### src/rtl/instr_pkg.sv
// Shared definitions for the RV32 instruction encoder: immsrc codes,
// instruction field positions and the input field bundle.
package instr_pkg;

    localparam logic [1:0] IMM_I = 2'b00;
    localparam logic [1:0] IMM_S = 2'b01;
    localparam logic [1:0] IMM_B = 2'b10;
    localparam logic [1:0] IMM_R = 2'b11;

    localparam int OPC_LSB = 0;
    localparam int RD_LSB  = 7;
    localparam int F3_LSB  = 12;
    localparam int RS1_LSB = 15;
    localparam int RS2_LSB = 20;
    localparam int F7_LSB  = 25;

    typedef struct packed {
        logic [1:0]  immsrc;
        logic [31:0] imm;
        logic [6:0]  opcode;
        logic [4:0]  rd;
        logic [2:0]  funct3;
        logic [4:0]  rs1;
        logic [4:0]  rs2;
        logic [6:0]  funct7;
    } fields_t;

endpackage

### src/rtl/instr_encoder_imm_pack.sv
// Combinational packer: builds the RV32 word for the given immsrc and
// reports whether the immediate fits the format.
// Ports: i_immsrc, i_imm, register fields in; o_instr, o_imm_ok out.
module imm_pack
    import instr_pkg::*;
(
    input  logic [1:0]  i_immsrc,
    input  logic [31:0] i_imm,
    input  logic [6:0]  i_opcode,
    input  logic [4:0]  i_rd,
    input  logic [2:0]  i_funct3,
    input  logic [4:0]  i_rs1,
    input  logic [4:0]  i_rs2,
    input  logic [6:0]  i_funct7,
    output logic [31:0] o_instr,
    output logic        o_imm_ok
);

    logic w_sx11;
    logic w_sx12;

    // Immediate fits when all bits above the sign bit copy the sign.
    assign w_sx11 = (&i_imm[31:11]) | ~(|i_imm[31:11]);
    assign w_sx12 = (&i_imm[31:12]) | ~(|i_imm[31:12]);

    always_comb begin
        o_instr  = '0;
        o_imm_ok = 1'b1;
        o_instr[OPC_LSB +: 7] = i_opcode;
        o_instr[F3_LSB  +: 3] = i_funct3;
        o_instr[RS1_LSB +: 5] = i_rs1;
        unique case (i_immsrc)
            IMM_I: begin
                o_instr[RD_LSB +: 5] = i_rd;
                o_instr[31:20]       = i_imm[11:0];
                o_imm_ok             = w_sx11;
            end
            IMM_S: begin
                o_instr[RS2_LSB +: 5] = i_rs2;
                o_instr[31:25]        = i_imm[11:5];
                o_instr[11:7]         = i_imm[4:0];
                o_imm_ok              = w_sx11;
            end
            IMM_B: begin
                o_instr[RS2_LSB +: 5] = i_rs2;
                o_instr[31]           = i_imm[12];
                o_instr[30:25]        = i_imm[10:5];
                o_instr[11:8]         = i_imm[4:1];
                o_instr[7]            = i_imm[11];
                o_imm_ok              = w_sx12 & ~i_imm[0];
            end
            IMM_R: begin
                o_instr[RD_LSB  +: 5] = i_rd;
                o_instr[RS2_LSB +: 5] = i_rs2;
                o_instr[F7_LSB  +: 7] = i_funct7;
            end
        endcase
    end

endmodule

### src/rtl/instr_encoder.sv
// Two-stage valid/ready encoder: registers fields, packs and range-checks
// them, stamps an address and counts dropped words.
// Ports: in_* handshake + fields, addr_load*, out_* handshake, err_*.
module instr_encoder #(
    parameter int ADDR_WIDTH    = 32,
    parameter int ERR_CNT_WIDTH = 8
) (
    input  logic                     clk,
    input  logic                     rst_n,
    input  logic                     in_valid,
    output logic                     in_ready,
    input  logic [1:0]               immsrc,
    input  logic [31:0]              imm,
    input  logic [6:0]               opcode,
    input  logic [4:0]               rd,
    input  logic [2:0]               funct3,
    input  logic [4:0]               rs1,
    input  logic [4:0]               rs2,
    input  logic [6:0]               funct7,
    input  logic                     addr_load,
    input  logic [ADDR_WIDTH-1:0]    addr_load_val,
    output logic                     out_valid,
    input  logic                     out_ready,
    output logic [31:0]              out_instr,
    output logic [ADDR_WIDTH-1:0]    out_addr,
    output logic                     err_sticky,
    output logic [ERR_CNT_WIDTH-1:0] err_count
);

    import instr_pkg::*;

    fields_t                  r_s1;
    logic                     r_s1_valid;
    logic                     r_s2_valid;
    logic [31:0]              r_out_instr;
    logic [ADDR_WIDTH-1:0]    r_out_addr;
    logic [ADDR_WIDTH-1:0]    r_next_addr;
    logic                     r_err_sticky;
    logic [ERR_CNT_WIDTH-1:0] r_err_count;

    fields_t                  w_in;
    logic                     w_s2_free;
    logic                     w_in_ready;
    logic                     w_move;
    logic                     w_load2;
    logic                     w_drop;
    logic [31:0]              w_s1_instr;
    logic                     w_s1_ok;
    logic [ADDR_WIDTH-1:0]    w_base;

    assign w_in = '{
        immsrc: immsrc, imm: imm, opcode: opcode, rd: rd,
        funct3: funct3, rs1: rs1, rs2: rs2, funct7: funct7
    };

    imm_pack u_pack (
        .i_immsrc (r_s1.immsrc),
        .i_imm    (r_s1.imm),
        .i_opcode (r_s1.opcode),
        .i_rd     (r_s1.rd),
        .i_funct3 (r_s1.funct3),
        .i_rs1    (r_s1.rs1),
        .i_rs2    (r_s1.rs2),
        .i_funct7 (r_s1.funct7),
        .o_instr  (w_s1_instr),
        .o_imm_ok (w_s1_ok)
    );

    assign w_s2_free  = !r_s2_valid || out_ready;
    assign w_in_ready = !r_s1_valid || w_s2_free;
    assign w_move     = r_s1_valid && w_s2_free;
    assign w_load2    = w_move && w_s1_ok;
    assign w_drop     = w_move && !w_s1_ok;
    // A coincident load takes priority over the running counter.
    assign w_base     = addr_load ? addr_load_val : r_next_addr;

    always_ff @(posedge clk) begin
        if (!rst_n) begin
            r_s1         <= '0;
            r_s1_valid   <= 1'b0;
            r_s2_valid   <= 1'b0;
            r_out_instr  <= '0;
            r_out_addr   <= '0;
            r_next_addr  <= '0;
            r_err_sticky <= 1'b0;
            r_err_count  <= '0;
        end else begin
            if (in_valid && w_in_ready) begin
                r_s1_valid <= 1'b1;
                r_s1       <= w_in;
            end else if (w_s2_free) begin
                r_s1_valid <= 1'b0;
            end

            if (w_load2) begin
                r_s2_valid  <= 1'b1;
                r_out_instr <= w_s1_instr;
                r_out_addr  <= w_base;
            end else if (w_s2_free) begin
                r_s2_valid <= 1'b0;
            end

            if (w_load2) begin
                r_next_addr <= w_base + ADDR_WIDTH'(4);
            end else if (addr_load) begin
                r_next_addr <= addr_load_val;
            end

            if (w_drop) begin
                r_err_sticky <= 1'b1;
                if (r_err_count != '1) begin
                    r_err_count <= r_err_count + ERR_CNT_WIDTH'(1);
                end
            end
        end
    end

    assign in_ready   = w_in_ready;
    assign out_valid  = r_s2_valid;
    assign out_instr  = r_out_instr;
    assign out_addr   = r_out_addr;
    assign err_sticky = r_err_sticky;
    assign err_count  = r_err_count;

endmodule

### config.mk
export PLATFORM = sky130hd
export DESIGN_NAME = instr_encoder
export DESIGN_NICKNAME = d
export VERILOG_FILES = /design/src/rtl/instr_pkg.sv /design/src/rtl/instr_encoder_imm_pack.sv /design/src/rtl/instr_encoder.sv
export SDC_FILE = /design/constraint.sdc
export NUM_CORES = 1
export LEC_CHECK = 0
export ABC_AREA = 1
export ABC_CLOCK_PERIOD_IN_PS = 5500
export BUFFER_PORTS_ARGS = -buffer_cell sky130_fd_sc_hd__buf_2
export CAP_MARGIN = 10
export CELL_PAD_IN_SITES_DETAIL_PLACEMENT = 1
export CELL_PAD_IN_SITES_GLOBAL_PLACEMENT = 1
export CORE_MARGIN = 1.5
export CORE_UTILIZATION = 41
export CTS_CLUSTER_DIAMETER = 30
export DETAILED_ROUTE_END_ITERATION = 7
export GPL_ROUTABILITY_DRIVEN = 0
export PLACE_DENSITY = 0.89
export SLEW_MARGIN = 25
export SYNTH_ARGS = -nofsm -noshare
export SYNTH_HDL_FRONTEND = slang
export SYNTH_SLANG_ARGS = --single-unit
### constraint.sdc
create_clock -name clk -period 5.5 [get_ports clk]
set_clock_uncertainty 0.15 [all_clocks]
set_input_delay 1.1 -clock clk [delete_from_list [all_inputs] [get_ports clk]]
set_output_delay 1.1 -clock clk [all_outputs]
set_load 0.03 [all_outputs]
==> impl_table.tex <==
\begin{tabular}{lr}
\hline
Metric & Value \\
\hline
\multicolumn{2}{l}{\textbf{Timing}} \\
Worst-case headroom to the max-slew limit & 34.1\% \\
Post-layout min period & 3.53 ns \\
Transition time at the pin with the least slew margin & 0.983 ns \\
Final Slew Violations & 0 \\
Total Negative Setup Slacks & 0 ns \\
Final hold violation count & 0 \\
Final setup violation count & 0 \\
Setup repair after global routing missed its margin & false \\
Fmax achieved & 0.283 GHz \\
Post-route fraction of the period consumed by the critical path & 64.1\% \\
\multicolumn{2}{l}{\textbf{Worst hold path}} \\
Worst hold path cell count & 2 \\
Startpoint of the worst hold path & err\_sticky \\
Worst min-delay path category & reg -> reg \\
\multicolumn{2}{l}{\textbf{Detailed routing}} \\
Vias per std cell & 5.15 \\
Detailed-route DRC error count & 0 \\
Starting DRC count in detailed routing & 457 \\
Overall via count from detail\_route & 8561 \\
Antenna Nets Post-Route & 0 \\
Wire length reported by the detailed router & 26200 um \\
Detail-routed net length per standard cell & 15.7 um \\
DRT Pass-1 Iters & 6 \\
\multicolumn{2}{l}{\textbf{Final layout}} \\
Final core utilization & 49.8\% \\
Most frequent cells in the layout & sky130\_fd\_sc\_hd\_\_nor2\_1 (343), sky130\_fd\_sc\_hd\_\_nand2\_1 (261), sky130\_fd\_sc\_hd\_\_buf\_2 (176), sky130\_fd\_sc\_hd\_\_dfxtp\_1 (173), sky130\_fd\_sc\_hd\_\_o21ai\_0 (122) \\
Synth-to-Final Area Change & 17.8\% \\
Final-layout fill cell count & 2704 \\
Post-layout nets & 1493 \\
Commonest non-fill, non-tap cell in the layout & sky130\_fd\_sc\_hd\_\_nor2\_1 \\
Layout cells sized above 1 & 18.7\% \\
\multicolumn{2}{l}{\textbf{Placement}} \\
Number of I/O port buffers & 177 \\
Total half-perimeter wirelength after legalization and detailed placement & 18400 um \\
\multicolumn{2}{l}{\textbf{Floorplanning}} \\
Die outline height & 145 um \\
Placeable core area & 19700 um2 \\
Cell row count & 51 \\
X dimension of the die & 145 um \\
Top Ports & 178 \\
Starting density of the core & 42.3\% \\
Total die area & 21100 um2 \\
\multicolumn{2}{l}{\textbf{Clocking}} \\
Clock transition at the registers of the reported paths & 0.07 ns \\
Post-CTS Setup Repair Bufs & 0 \\
Root buf cell & sky130\_fd\_sc\_hd\_\_clkbuf\_16 \\
CTS hold repair buffers & 0 \\
TritonCTS clock tree & yes \\
Total number of clock tree sinks & 173 \\
Maximum buffer depth of the clock tree & 2 \\
Latest clock arrival within the worst-skew pair & 0.43 ns \\
TritonCTS buffer count & 17 \\
Level count of the clock H-tree & 4 \\
Count of cells resized by post-cts repair & 0 \\
\multicolumn{2}{l}{\textbf{Setup path}} \\
Signal arrival time at the worst endpoint & 3.74 ns \\
Number of logic stages on the critical path including buffering & 10 \\
Worst Path Required & 5.72 ns \\
Crit path launch & r\_s1[64] \\
CP Buf/Inv Count & 3 \\
Most frequent cell on the critical path & sky130\_fd\_sc\_hd\_\_inv\_1 \\
Flop2flop setup slack & 1.97 ns \\
Slowest cell on the critical path & sky130\_fd\_sc\_hd\_\_nand2\_2 \\
Worst reg2reg startpoint & r\_s1[64] \\
Critical path's top delay family & simple AND/OR/NAND/NOR gates \\
Max Fanout on Critical Path & 36 \\
Reg2reg path depth & 10 \\
Classification of the worst setup path & reg -> reg \\
Endpoint class of the critical path & flip-flop \\
Kind of start point of the critical path & flip-flop \\
Sequence of cells on the critical path & inv\_1, ha\_1, nor2\_4, inv\_1, nand2\_1, nand3\_2, nand2\_2, buf\_4, o21ai\_0, nor2\_1 \\
Maximum cell stage delay along the critical path & 0.87 ns \\
\multicolumn{2}{l}{\textbf{Synth}} \\
Combined area of all synthesized cells & 8310 um2 \\
Seq/Total Area, Yosys & 41.7\% \\
Number of nets produced by synthesis & 1351 \\
Cell count after synthesis & 1242 \\
Ys Warns & 0 \\
Flop and latch count out of synthesis & 173 \\
Count of cell types in the netlist & 39 \\
Average footprint of a synthesized cell & 6.69 um2 \\
\multicolumn{2}{l}{\textbf{Global route}} \\
Global-route wire length before repair & 43000 um \\
Total global-route track usage & 24.9\% \\
Via count of the first global-routing pass & 8758 \\
GRT Residual Overflow & 0 \\
Pin count of the biggest net entering global routing & 95 \\
Antenna violations before repair & 1 \\
\multicolumn{2}{l}{\textbf{Job}} \\
Number of violations of the max-capacitance limit & 0 \\
\multicolumn{2}{l}{\textbf{Power}} \\
Power density over the cells & 290 nW/um2 \\
Worst IR drop on VDD & 0.204 mV \\
Static leakage power & 4.54 nW \\
\multicolumn{2}{l}{\textbf{Run status}} \\
Result of the run & completed \\
\hline
\end{tabular}
[worst paths after layout]
path	to
worst max-delay path	out_instr[24]
worst min-delay path	err_sticky
worst max register to register	out_instr[24]
worst min register to register	err_sticky
[cell type report]
cell class	count	area [um2]	area share, %
multi-input cells	925	4190	42.8
repair buffers	185	961	9.81
well taps	265	332	3.38
clock buffers	19	433	4.42
diodes	1	2.50	0.0255
inverters	82	308	3.14
clock inverters	13	105	1.07
flip-flops and latches	173	3460	35.4
[per-layer routing]
metal | GRT usage [%] | vias up | part of all wire, %
li1 | - | 4233 | -
met1 | 29.7 | 4076 | 43
met2 | 45.1 | 206 | 50
met3 | 3.32 | 46 | 4.0
met4 | 9.95 | 0 | 2.6
met5 | 0 | - | 0
[power by group]
part           internal [mW]  switching [mW]  total, mW
sequential              1.31          0.0380       1.35
combinational          0.119           0.236      0.355
clock                  0.590           0.548       1.14
[cells by family after synthesis]
family	share of synthesized area, %
AO/OA/AOI/OAI	11.7
multiplexers	0.241
flip-flops	41.7
XOR/XNOR	1.05
buffers and inverters	7.96
adder cells (fa/ha/maj)	0.903
AND/OR/NAND/NOR	36.5
[through the flow]
stage	total power [mW]	setup WS [ns]	hold slack, ns	area [um2]	instances
after global routing	2.96	1.68	0.354	9800	1663
after detailed placement	1.73	1.90	0.307	9260	1630
final	2.84	1.97	0.318	9800	1663
after global placement	1.71	2.08	0.296	9240	1629
after CTS	2.86	2.00	0.324	9790	1662
after floorplan	1.61	2.80	0.300	8310	1242
[flip-flops by register name, summed over array words and instances, names as in the netlist]
signal	flops
r_s1	66
out_addr	32
out_instr	32
r_next_addr	32
err_count	8
err_sticky	1
out_valid	1
r_s1_valid	1
[cell usage after synthesis (all sizes together)]
| library cell | count | share of area, % |
|---|---|---|
| buf | 24 | 2.5 |
| clkbuf | 38 | 1.7 |
| nor3 | 4 | 0.24 |
| a21oi | 30 | 1.9 |
| a211o | 1 | 0.11 |
| xor2 | 3 | 0.32 |
| ha | 6 | 0.90 |
| nand4 | 29 | 2.3 |
| a32o | 4 | 0.48 |
| nand2 | 278 | 13 |
| mux2i | 2 | 0.24 |
| dfxtp | 173 | 42 |
| a211oi | 1 | 0.090 |
| a22o | 6 | 0.63 |
| inv | 79 | 3.6 |
| nand3 | 44 | 2.8 |
| nand3b | 6 | 0.54 |
| nor2 | 361 | 17 |
| o21ai | 139 | 8.5 |
| or2 | 2 | 0.15 |
| clkinv | 3 | 0.14 |
| xnor2 | 7 | 0.74 |
| and2 | 2 | 0.15 |
[worst min-delay path, stage by stage, from the launching register on]
cell                      delay [ns]
sky130_fd_sc_hd__dfxtp_1        0.32
sky130_fd_sc_hd__a21oi_1        0.04
sky130_fd_sc_hd__nor2_1         0.07
No activity file was read; power rests on OpenSTA's default activity.
